===== config.mk =====
export PLATFORM = sky130hd
export DESIGN_NAME = router_input_buffer
export DESIGN_NICKNAME = d
export VERILOG_FILES = /design/src/rtl/router_input_buffer.sv
export SDC_FILE = /design/constraint.sdc
export NUM_CORES = 1
export LEC_CHECK = 0
export CORE_ASPECT_RATIO = 0.8
export CORE_MARGIN = 1
export CORE_UTILIZATION = 45
export CTS_BUF_LIST = sky130_fd_sc_hd__clkbuf_16
export DETAILED_ROUTE_END_ITERATION = 8
export GPL_TIMING_DRIVEN = 0
export HOLD_SLACK_MARGIN = 0.1
export PLACE_DENSITY = 0.8
export SLEW_MARGIN = 20
export SYNTH_ARGS = -nofsm -noshare
export SYNTH_HDL_FRONTEND = slang
export SYNTH_SLANG_ARGS = --single-unit

===== constraint.sdc =====
create_clock -name clk -period 3.2 [get_ports clk]
set_input_delay 0.8 -clock clk [delete_from_list [all_inputs] [get_ports clk]]
set_output_delay 0.8 -clock clk [all_outputs]
set_load 0.01 [all_outputs]

===== src/rtl/router_input_buffer.sv =====
// Per-input-port flit FIFO feeding the ejector (route computation) and crossbar.
// Optional credit pulse output is enabled by defining IBUF_CREDIT_EN.
module router_input_buffer #(
  parameter int DATA_W = 16,
  parameter int ADDR_W = 6,
  parameter int DEPTH  = 4,
  parameter int CNT_W  = $clog2(DEPTH + 1)
) (
  input  logic                     clk,
  input  logic                     rst,
  input  logic                     in_valid,
  output logic                     in_ready,
  input  logic [ADDR_W+DATA_W-1:0] in_flit,
  output logic                     head_valid,
  output logic [ADDR_W-1:0]        head_addr,
  output logic [DATA_W-1:0]        head_data,
  input  logic                     grant,
  output logic [CNT_W-1:0]         count,
  output logic                     err
`ifdef IBUF_CREDIT_EN
  ,
  output logic                     credit_out
`endif
);

  localparam int FLIT_W = ADDR_W + DATA_W;
  localparam int PTR_W  = $clog2(DEPTH);

  logic [FLIT_W-1:0] mem [DEPTH];
  logic [PTR_W-1:0]  wr_ptr;
  logic [PTR_W-1:0]  rd_ptr;
  logic [CNT_W-1:0]  count_q;
  logic              err_q;
  logic              full;
  logic              empty;
  logic              push;
  logic              pop;

  // Handshake: a flit transfers on any edge where in_valid && in_ready; the head
  // leaves on any edge where grant && head_valid. Both ready and valid come from
  // registered occupancy only, so neither side sees a combinational path from the other.
  assign full       = (count_q == CNT_W'(DEPTH));
  assign empty      = (count_q == '0);
  assign in_ready   = !full;
  assign head_valid = !empty;
  assign push       = in_valid && !full;
  assign pop        = grant && !empty;

  assign count     = count_q;
  assign err       = err_q;
  assign head_addr = mem[rd_ptr][FLIT_W-1:DATA_W];
  assign head_data = mem[rd_ptr][DATA_W-1:0];

  always_ff @(posedge clk) begin
    if (rst) begin
      wr_ptr  <= '0;
      rd_ptr  <= '0;
      count_q <= '0;
      err_q   <= 1'b0;
    end else begin
      if (push) wr_ptr <= wr_ptr + PTR_W'(1);
      if (pop)  rd_ptr <= rd_ptr + PTR_W'(1);
      case ({push, pop})
        2'b10:   count_q <= count_q + CNT_W'(1);
        2'b01:   count_q <= count_q - CNT_W'(1);
        default: count_q <= count_q;
      endcase
      // A grant against an empty buffer is an allocator bug; latch it until reset.
      if (grant && empty) err_q <= 1'b1;
    end
  end

  // Storage carries no reset; contents are only observed through head_valid.
  always_ff @(posedge clk) begin
    if (push && !rst) mem[wr_ptr] <= in_flit;
  end

`ifdef IBUF_CREDIT_EN
  always_ff @(posedge clk) begin
    if (rst) credit_out <= 1'b0;
    else     credit_out <= pop;
  end
`endif

endmodule


**Word level (Yosys, flattened, before mapping)**

Memory sizes are Yosys's and may differ from the RTL's. A register that Yosys moved wholly into a read port is not among the register bits.
Index checks and enable logic that the tools add are counted.

- Add/subtract/negate cells: 4
- Reductions and logical operators: 9
- Multiplexer cells: 5
- Equal/unequal tests: 3

Operators with widths:

| cell | count |
|---|---|
| $pmux 3 s2 | 1 |
| $add 2x1->2 const B | 2 |
| $logic_and 1x1->1 | 4 |
| $mux 2 | 2 |
| $add 3x1->3 const B | 1 |
| $eq 3x3->1 const B | 1 |
| $logic_not 1->1 | 3 |
| $logic_not 3->1 | 1 |
| $sub 3x1->3 const B | 1 |
| $eq 2x1->1 const B | 1 |
| $eq 2x2->1 const B | 1 |
| $mux 1 | 2 |
| $reduce_bool 2->1 | 1 |

- Word-level logic and storage cells: 26
- RAM bits: 88
- Output and inout port bits: 28
- Register bits after elaboration: 8
- Memories: 1

Memory list:

| memory | depth | width | read ports | clocked after memory_dff | wr ports | line | source |
|---|---|---|---|---|---|---|---|
| mem | 4 | 22 | 1 | 1 | 1 | 29 | `logic [FLIT_W-1:0] mem [DEPTH];` |

**Longest topological paths before layout**

- Depth in word-level cells: 6
- Depth in mapped cells: 9
- Depth with buffers taken out: 9

**Least setup slack after synthesis**

OpenSTA, ideal clock, no wires.

- Path kind: input-to-reg
- Start: in in_valid
- End: mem mem[0][0] (netlist bit) (enable)
- Setup time: 0.433 ns
- Cell stages on the path: 3
- Arrival time: 2.712 ns
- Buffers on the path: 0
- Setup slack: 0.055 ns
- Cells stage by stage: and2_4 inv_1 nor3b_1

- Cells in the longest elaborated chain, start to end: 4

Ends and longest elaborated chain:

| element | line | source |
|---|---|---|
| start: declaration | 11 | `input logic in_valid,` |
| $logic_and 1x1->1 | 46 | `assign push = in_valid && !full;` |
| $logic_and 1x1->1 | 75 | `if (push && !rst) mem[wr_ptr] <= in_flit;` |
| $mux 1 | 75 |  |
| $mux 1 (implied by the code) | 75 |  |
| end: declaration | 29 |  |

Every way passes these cells.

==> tab_implementation.tex <==
\begin{tabular}{lr}
\hline
Metric & Value \\
\hline
\multicolumn{2}{l}{\textbf{Final layout}} \\
Post-synthesis to final-layout area growth & 28.95\% \\
Final nets & 276 \\
Share of the core filled with cells in the final layout & 59.97\% \\
Antenna fix cells & 0 \\
Fraction of final layout cells sized beyond drive strength 1 & 21.69\% \\
\multicolumn{2}{l}{\textbf{Timing}} \\
FMAX & 341.3 MHz \\
RSZ-0062 raised after global routing & no \\
Slew headroom & 49.44\% \\
Final period util & 91.56\% \\
Number of max-slew violations in the final report & 0 \\
Clock period minus worst slack & 2.930 ns \\
Number of hold violations in the final report & 0 \\
Slew at the pin with the worst max-slew slack & 0.7550 ns \\
Setup skew after layout & 0.004456 ns \\
Number of endpoints failing setup at the final stage & 0 \\
Crit path setup slack, layout & 0.2700 ns \\
\multicolumn{2}{l}{\textbf{Critical path}} \\
Setup CP Type & reg2out \\
Critical path endpoint category & output pin \\
Worst R2R Path Depth & 9 \\
Required time worst endpoint & 2.40 ns \\
Worst-path fanout max & 10 \\
Data arrival time of the worst path & 2.13 ns \\
Startpoint type of the worst setup path & flop \\
\multicolumn{2}{l}{\textbf{Global routing}} \\
Maximum number of pins on one net before global-route repair & 17 \\
Wire length of the first global-routing pass & 9880 um \\
All-Layer GR Usage & 16.17\% \\
Sum of overflow across all layers after global routing & 0 \\
Via count of the first global-routing pass & 1,880 \\
Number of antenna violations at the first check in global routing & 0 \\
\multicolumn{2}{l}{\textbf{Synth}} \\
Share of Yosys cell area claimed by the top area cell type & 71.84\% \\
Proportion of synthesized chip area in sequential cells & 77.28\% \\
Mean instance size in the synthesized netlist & 21.51 sq um \\
Netlist area before placement & 0.003679 sq mm \\
Cell count after synthesis & 171 \\
Synthesis-stage register bit count & 98 \\
Most area-hungry cell type in the Yosys netlist & sky130\_fd\_sc\_hd\_\_edfxtp\_1 \\
Warning count from the yosys run & 0 \\
Most frequent cell after synthesis & sky130\_fd\_sc\_hd\_\_edfxtp\_1 \\
Most used standard cells in the synthesized netlist & sky130\_fd\_sc\_hd\_\_edfxtp\_1, sky130\_fd\_sc\_hd\_\_mux4\_2, sky130\_fd\_sc\_hd\_\_dfxtp\_1 \\
Synth async-reset ratio & 0\% \\
Most frequently used flop master after synthesis & sky130\_fd\_sc\_hd\_\_edfxtp\_1 \\
Count of flip-flops with a built-in enable after synthesis & 88 \\
Leading post-synthesis cells by cell area & sky130\_fd\_sc\_hd\_\_edfxtp\_1, sky130\_fd\_sc\_hd\_\_mux4\_2, sky130\_fd\_sc\_hd\_\_dfxtp\_1 \\
Count of unique library cells instantiated by Yosys & 24 \\
Syn\_nets & 203 \\
\multicolumn{2}{l}{\textbf{Clock network}} \\
Setup Fix Bufs, Post-CTS & 0 \\
CTS tree & yes \\
Clock net sink count & 98 \\
Clk slew on worst S/H paths & 0.06 ns \\
Buffer type at the clock tree root & sky130\_fd\_sc\_hd\_\_clkbuf\_16 \\
Number of buffers on the longest clock path & 2 \\
Hold-fix buffer count after cts & 0 \\
Number of levels the H-tree was split into & 3 \\
Number of cells upsized or downsized after cts & 0 \\
Number of buffers created by CTS & 9 \\
Clk Latency, worst-skew pair & 0.33 ns \\
\multicolumn{2}{l}{\textbf{Run}} \\
Max-cap violations & 0 \\
\multicolumn{2}{l}{\textbf{Floorplan}} \\
I/O pin count & 54 \\
Die Span X & 103.1 um \\
Area of the die & 0.008542 sq mm \\
Die Span Y & 82.87 um \\
Effective utilization at floorplan & 46.50\% \\
Core Region & 0.007910 sq mm \\
Placement row count & 29 \\
\multicolumn{2}{l}{\textbf{Route}} \\
Via total after detailed routing & 1,798 \\
DR pass1 iterations & 4 \\
Residual DRC count & 0 \\
Average routed wire per standard cell & 16.77 um \\
Violation count after the first detailed-route iteration & 107 \\
Vias per cell & 5.036 \\
Post-route ant nets & 0 \\
Total Wirelength & 5988 um \\
\multicolumn{2}{l}{\textbf{Power}} \\
Leakage Power & 1.558 nW \\
Peak ir drop on the vdd network & 514.2 uV \\
Total power divided by cell area & 739.0 mW/mm\^{}2 \\
\multicolumn{2}{l}{\textbf{Placement}} \\
Final Wtd Congestion & 0.7235 \\
Post-place setup slack & 0.1506 ns \\
IO Port Bufs & 53 \\
Half-perimeter wire length of the detailed placement result & 4177 um \\
\multicolumn{2}{l}{\textbf{Outcome}} \\
Run status & finished clean \\
\multicolumn{2}{l}{\textbf{Min path}} \\
Hold path cells & 2 \\
Classification of the worst-slack hold path & reg2reg \\
\hline
\end{tabular}
==> worst max-delay path, cell delays in order (launching register included) <==
cell                              delay [ns]
sky130_fd_sc_hd__dfxtp_1                0.40
sky130_fd_sc_hd__buf_1                  0.49
sky130_fd_sc_hd__mux4_2                 0.42
sky130_fd_sc_hd__clkdlybuf4s50_1        0.50
==> cell families after synthesis <==
| logic type | Yosys count | share of synthesized area [%] |
|---|---|---|
| compound gates | 7 | 1.021 |
| flops | 98 | 77.28 |
| buf+inv | 13 | 1.531 |
| fa+ha+maj | 6 | 2.245 |
| mux | 24 | 14.15 |
| simple gates | 20 | 3.061 |
| xor+xnor | 3 | 0.7144 |
==> sequential cells by signal, indices dropped and copies added, names as in the netlist, named ones only <==
name,cells
err,1
count,3
rd_ptr,2
mem,88
wr_ptr,2
==> placed cells by master, fill, tap and decap left out, types with 3 or more instances in the layout <==
cell and instances:
sky130_fd_sc_hd__edfxtp_1 88, sky130_fd_sc_hd__xor2_1 3, sky130_fd_sc_hd__nor2_1 8, sky130_fd_sc_hd__a21oi_1 4, sky130_fd_sc_hd__mux4_2 22, sky130_fd_sc_hd__clkbuf_16 9, sky130_fd_sc_hd__clkdlybuf4s50_1 53, sky130_fd_sc_hd__dfxtp_1 10
sky130_fd_sc_hd__ha_1 5, sky130_fd_sc_hd__buf_4 6, sky130_fd_sc_hd__inv_1 8, sky130_fd_sc_hd__buf_6 5, sky130_fd_sc_hd__nor3b_2 4
==> area by class of cell <==
cell class                 instances  area (sq um)
buffer                             5         26.28
clock buffer                       9         225.2
clock inverter                     7         67.56
fill                             613          3167
inverter                           8         30.03
multi-input combinational         60         799.5
sequential                        98          2843
tap                              108         135.1
timing repair buffer              62         616.8
==> per-stage QoR <==
| step | instance area, sq um | TNS [ns] | cells | hold slack [ns] | total power [mW] |
|---|---|---|---|---|---|
| floorplan | 3679 | 0 | 171 | 0.4591 | 2.090 |
| global placement | 4344 | -138.87 | 332 | 0.4588 | 2.485 |
| detailed placement | 4451 | 0 | 341 | 0.4661 | 2.513 |
| CTS | 4743 | 0 | 357 | 0.4853 | 3.545 |
| global route | 4743 | 0 | 357 | 0.5502 | 3.683 |
| finish | 4743 | 0 | 357 | 0.4819 | 3.505 |
==> per-layer routing <==
metal | wire [um] | GRT usage [%] | up-vias
met4 | 42 | 4.353 | 0
met1 | 2539 | 20.62 | 913
li1 | - | - | 836
met2 | 3039 | 25.39 | 45
met5 | 0 | 0 | -
met3 | 366 | 6.987 | 4
==> power by group <==
group / internal (mW) / leakage [nW] / total [mW] / switching [mW]
clock: 0.602 / 0.141 / 1.03 / 0.427
combinational: 0.536 / 0.536 / 0.922 / 0.386
sequential: 1.50 / 0.881 / 1.55 / 0.0583
total: 2.63 / 1.56 / 3.51 / 0.871
==> final timing paths <==
| check | startpoint | to | slack, ns |
|---|---|---|---|
| hold reg to reg | err$_SDFFE_PP0P_ | err$_SDFFE_PP0P_ | 0.48 |
| hold / removal | err$_SDFFE_PP0P_ | err$_SDFFE_PP0P_ | 0.48 |
| setup reg to reg | count[2]$_SDFFE_PP0P_ | count[2]$_SDFFE_PP0P_ | 0.56 |
| setup / recovery | flop | head_data[4] | 0.27 |
Note: power is estimated with default switching activity, not from simulation.
